**src/rtl/booth_mult_seq.sv**
```systemverilog
// booth_mult_seq: sequential radix-2 Booth multiplier, one iteration per clock,
// registered 2*WIDTH-bit signed product with a one-cycle done pulse.
module booth_mult_seq #(
  parameter int WIDTH = 8
) (
  input  logic               clk,
  input  logic               masterrst,
  input  logic               start,
  input  logic [WIDTH-1:0]   multiplicand,
  input  logic [WIDTH-1:0]   multiplier,
  output logic [2*WIDTH-1:0] product,
  output logic               busy,
  output logic               done
);
  localparam int CW = $clog2(WIDTH + 1);
  localparam logic [CW-1:0] CNT_INIT = CW'(WIDTH);
  typedef enum logic {IDLE, CALC} state_t;
  state_t r_state, w_next;
  logic [WIDTH:0]   r_a, r_m, w_sum;
  logic [WIDTH-1:0] r_q;
  logic             r_q1;
  logic [CW-1:0]    r_cnt;
  logic             w_last, w_accept;
  // A carries one guard bit so that subtracting M = -2^(WIDTH-1) cannot overflow
  assign w_sum = ({r_q[0], r_q1} == 2'b01) ? r_a + r_m :
                 ({r_q[0], r_q1} == 2'b10) ? r_a - r_m : r_a;
  assign w_last   = r_cnt == CW'(1);
  assign w_accept = r_state == IDLE && start;
  assign busy     = r_state == CALC;
  always_ff @(posedge clk) r_state <= masterrst ? IDLE : w_next;
  always_comb begin
    w_next = r_state;
    if (w_accept) w_next = CALC;
    if (r_state == CALC && w_last) w_next = IDLE;
  end
  always_ff @(posedge clk) begin
    if (masterrst) begin
      r_a     <= '0;
      r_m     <= '0;
      r_q     <= '0;
      r_q1    <= 1'b0;
      r_cnt   <= '0;
      product <= '0;
      done    <= 1'b0;
    end else begin
      done <= 1'b0;
      if (w_accept) begin
        r_a   <= '0;
        r_q   <= multiplier;
        r_q1  <= 1'b0;
        r_m   <= {multiplicand[WIDTH-1], multiplicand};
        r_cnt <= CNT_INIT;
      end else if (r_state == CALC) begin
        r_a   <= {w_sum[WIDTH], w_sum[WIDTH:1]};
        r_q   <= {w_sum[0], r_q[WIDTH-1:1]};
        r_q1  <= r_q[0];
        r_cnt <= r_cnt - 1'b1;
        // low 2*WIDTH bits of the shifted {A,Q}
        if (w_last) begin
          product <= {w_sum, r_q[WIDTH-1:1]};
          done    <= 1'b1;
        end
      end
    end
  end
endmodule

```
**config.mk**
```make
export PLATFORM = sky130hd
export DESIGN_NAME = booth_mult_seq
export DESIGN_NICKNAME = d
export VERILOG_FILES = /design/src/rtl/booth_mult_seq.sv
export SDC_FILE = /design/constraint.sdc
export NUM_CORES = 1
export LEC_CHECK = 0
export CORE_ASPECT_RATIO = 0.5
export CORE_UTILIZATION = 50
export DETAILED_ROUTE_END_ITERATION = 7
export PLACE_DENSITY = 0.77
export SLEW_MARGIN = 20
export SYNTH_ARGS = -nofsm -noshare
export SYNTH_HDL_FRONTEND = slang
export SYNTH_SLANG_ARGS = --single-unit
```
**constraint.sdc**
```tcl
create_clock -name clk -period 1.9 [get_ports clk]
set_input_delay 0.19 -clock clk [delete_from_list [all_inputs] [get_ports clk]]
set_output_delay 0.19 -clock clk [all_outputs]
set_load 0.02 [all_outputs]
```
* Word level (Yosys, flattened, before mapping)
Cells that the tools add are included.
** Storage, ports and cells
- Bits in registers :: 47
- Bits of input ports :: 19
- Word-level logic and storage cells :: 31
** Cells by class
- Add/subtract/negate cells :: 3
- Equal/unequal tests :: 3
- Muxes and demuxes :: 7
- Bitwise logic cells :: 2
- Reductions and logical operators :: 7
** Operators by type and width (number)
- 2-to-1 mux 9 bit :: 2
- 2-to-1 mux 8 bit :: 2
- adder 8 x 8 -> 9 bit :: 1
- subtractor 8 x 8 -> 9 bit :: 1
- 2-to-1 mux 4 bit :: 2
- == test 4 x 1 -> 1 bit (second input constant) :: 1
- OR reduction 2 bit :: 2
- subtractor 4 x 1 -> 4 bit (second input constant) :: 1
- AND reduction 3 bit :: 1
- OR reduction 3 bit :: 1
- == test 2 x 1 -> 1 bit (second input constant) :: 1
- == test 2 bit (second input constant) :: 1
- logical AND 1 bit :: 2
- inverter 1 bit :: 2
- nonzero test 2 bit :: 1
- 2-to-1 mux 1 bit :: 1

* Longest topological paths before layout
- Depth in word-level cells :: 5
- Mapped depth :: 10

* Worst setup path after synthesis
OpenSTA, ideal clock, no wires.
- Kind :: reg-to-reg
- Start :: reg r_a[0]
- End :: reg product[15]
- Data arrival time :: 1.944 ns
- Setup slack :: -0.123 ns
- Stages on the path, launching flop included :: 11
- Buffers on the path :: 0
- Clock period less this slack :: 2.023 ns
- Path through :: dfxtp_1 -> inv_1 -> ha_1 -> inv_1 -> fa_1 -> a211o_1 -> a21oi_2 -> nor2_1 -> o41ai_2 -> a32oi_1 -> a211oi_2
** On the way
- Word-level cells in the longest chain between the ends :: 3
- Elaborated cells on any way between the ends :: 4
- Classes of those cells :: 2 x add/sub; 2 x mux
** RTL lines
- start: declaration :: line 19 : logic [WIDTH:0] r_a, r_m, w_sum;
- start signal: assignment :: line 54 : r_a <= {w_sum[WIDTH], w_sum[WIDTH:1]};
- subtractor 8 x 8 -> 9 bit :: line 26 : ({r_q[0], r_q1} == 2'b10) ? r_a - r_m : r_a;
- 2-to-1 mux 9 bit :: line 26
- 2-to-1 mux 9 bit * :: line 25 : assign w_sum = ({r_q[0], r_q1} == 2'b01) ? r_a + r_m :
- end signal: assignment :: line 60 : product <= {w_sum, r_q[WIDTH-1:1]};
- end: declaration :: line 11 : output logic [2*WIDTH-1:0] product,
Every way passes the cells marked *; elsewhere a longest branch is shown, timed or not.
A chain may end at the register's enable or synchronous reset.

* Final worst setup path
Same ends and word-level chain as after synthesis.

==> key figures <==
CTS
  – Clock sink count: 47
  – Inserted Clock Buffers: 5
  – Worst-path clk slew: 90 ps
  – Worst-skew pair later-pin latency: 310 ps
  – Clk root buf: clkbuf_8
  – CTS tree: yes
  – CTS Hold Buffers Added: 0
  – Worst-case clock buffer depth: 2
  – Max H-tree Level: 2

Timing
  – Worst-margin pin slew: 365 ps
  – F_max: 0.466 GHz
  – Worst setup margin: -247 ps
  – Fin crit share: 113%
  – Min Tclk post-route: 2150 ps
  – Skew final: 7.36 ps
  – Final setup vio count: 10
  – Slew HR: 75.6%
  – Fin. Hold Viols: 0
  – Slew Limit Fails: 0
  – Total negative slack: -1910 ps
  – RSZ-0062 raised after global routing: yes

Floorplan
  – Die width: 107 µm
  – Die Y: 54.4 µm
  – Initial core utilization: 53.9%
  – # IOs: 37
  – Row count: 18
  – Die area: 0.00580 mm²
  – Placeable Area: 0.00509 mm²

Hold path
  – Hold path start: multiplicand[1]
  – Min-Delay Endpoint: r_m[1]
  – HP Class: in -> reg
  – Hold depth: 3

Setup path
  – Worst reg2reg path depth: 10
  – Worst Path Arrival: 2390 ps
  – Worst R2R Setup Slack: -250 ps
  – Crit Reg-Reg Endpoint: product[15]
  – Endpoint class of the critical path: flip-flop
  – Critical path class: reg -> reg
  – Worst Path Max Fanout: 3
  – Startpoint types: flip-flop
  – R2r startpoint: r_a[0]
  – WP data required: 2140 ps

Drt
  – Drt first-iter violations: 167
  – Residual DRC count: 0
  – Drt pass-1 iters: 4
  – Drt wl/cell: 16.6 µm
  – Drt via density: 5.57
  – Routed Antenna Nets: 0
  – Final WL: 8.15 mm
  – Via count: 2738

GRT
  – First-pass GRT wire length: 12.4 mm
  – Tot GR Track Use: 28.5%
  – Grt total ovfl: 0
  – Largest net degree at the start of global routing: 20
  – Initial antenna violation count: 0
  – Number of global-route vias before repair: 2545

Logic synthesis
  – Mapped cell area: 0.00274 mm²
  – Dominant synthesized flop cell: dfxtp_1
  – Yosys warns: 0
  – Syn_nets: 382
  – Mapped Cells: 343
  – Synth top area cells: dfxtp_1 34%, ha_1 8.2%, a21oi_1 6.9%
  – Number of flops mapped to enable cells by yosys: 0
  – Seq/Total Area, Yosys: 34.3%
  – Async set or reset register ratio after synthesis: 0%
  – Area leader, netlist: dfxtp_1
  – Post-synth top cells: 47 x dfxtp_1, 47 x nand2_1, 41 x nor2_1, 38 x a21oi_1, 18 x ha_1
  – Yosys cell types: 51
  – Synth Area per Inst: 8.00 µm²
  – Synth Register Bits: 47
  – Synth top area share: 34.3%

Power
  – Peak supply drop: 0.574 mV
  – LEAKAGE: 1.50 nW
  – Pwr/cell area: 638 mW/mm²

Placement
  – Dpl hpwl: 5.81 mm
  – Setup WS pre-CTS: -255 ps
  – IO buf count: 36
  – Placer Congestion: 0.987
  – Placed cell area: 0.00352 mm²

Cells and area
  – NumNets Final: 460
  – Antenna fix cells: 0
  – Post-route cell area: 0.00383 mm²
  – Proportion of layout cells with a drive suffix above 1: 27.5%
  – Area delta synth->final: 39.8%

Flow run
  – Max Cap Viol: 0

Status
  – Status: finished, violations left
  – Failing checks: negative setup slack
critical path, cell delays in order, from the launching register on:
cell and delay (ps):
dfxtp_2 340, inv_2 70, ha_4 140, inv_2 30
fa_2 340, a211o_1 330, a21oi_2 180, nor2_1 70
o41ai_2 200, a32oi_1 170, a211oi_2 190
power breakdown:
group / switching [mW] / internal [mW]
registers: 0.0445 / 1.03
logic: 0.361 / 0.341
clock network: 0.374 / 0.298
layout make-up:
cell class | instances | area (µm²)
repair buffers | 93 | 788
clock buffers | 6 | 82.6
flip-flops and latches | 47 | 953
well taps | 70 | 87.6
fillers | 359 | 1260
inverters | 15 | 56.3
clock inverters | 2 | 16.3
multi-input cells | 259 | 1850
per-layer routing:
layer / GRT usage [%] / vias up / part of all wire [%]
met5: 0 / - / 0
li1: - / 1341 / -
met2: 45.1 / 93 / 44
met3: 8.81 / 18 / 8.3
met4: 10.0 / 0 / 2.0
met1: 37.4 / 1286 / 46
kinds of logic (layout without fill, tap and decap cells):
logic type / count (synthesis) / in the layout / share of synthesized area [%]
AND/OR/NAND/NOR: 131 / 131 / 22.1
AO/OA/AOI/OAI: 83 / 83 / 19.6
flip-flops: 47 / 47 / 34.3
buffers and inverters: 37 / 116 / 5.61
adder cells (fa/ha/maj): 20 / 20 / 9.67
multiplexers: 16 / 16 / 5.84
XOR/XNOR: 9 / 9 / 2.87
state kept, by name (all words and copies together), names as in the netlist:
signal	cells
busy	1
done	1
product	16
r_a	8
r_cnt	4
r_m	8
r_q	8
r_q1	1
timing repair:
action,4_1_cts,5_1_grt
pin swaps,21,13
buffers inserted,3,1
cloned,0,0
setup endpoints to repair,14,17
gates resized for setup,26,16
through the flow:
stage	power (mW)	utilization, %	hold slack (ps)	cells
2_1_floorplan	1.45	-	318	343
3_3_place_gp	1.68	69.2	444	480
3_5_place_dp	1.70	69.2	447	480
4_1_cts	2.40	73.7	409	491
5_1_grt	2.55	75.3	429	492
6_report	2.45	75.3	417	492
placed cells by master (no fill, tap or decap), drive strengths merged, types with 3 or more instances in the layout:
cell           netlist  routed
a211oi              10      10
a21oi               39      39
buf                 10      57
clkbuf              12       6
clkdlybuf4s50        0      36
dfxtp               47      47
ha                  18      18
inv                 15      15
mux2i               16      16
nand2               47      47
nand2b               9       9
nand3b               3       3
nor2                42      42
nor2b               11      11
nor3                 9       9
o21ai               11      11
o22ai                3       3
xnor2                7       7
how the worst max path moves through the flow:
stage | cells past startpoint | start | slack (ps) | endpoint
global placement | 8 | r_a[1] | -180 | product[12]
finish | 10 | r_a[0] | -250 | product[15]
floorplan | 10 | r_a[0] | -60 | product[15]
detailed placement | 8 | r_a[1] | -260 | product[12]
CTS | 8 | r_m[0] | -190 | product[13]
global route | 10 | r_a[0] | -320 | product[15]
Note: power is estimated with default switching activity, not from simulation.
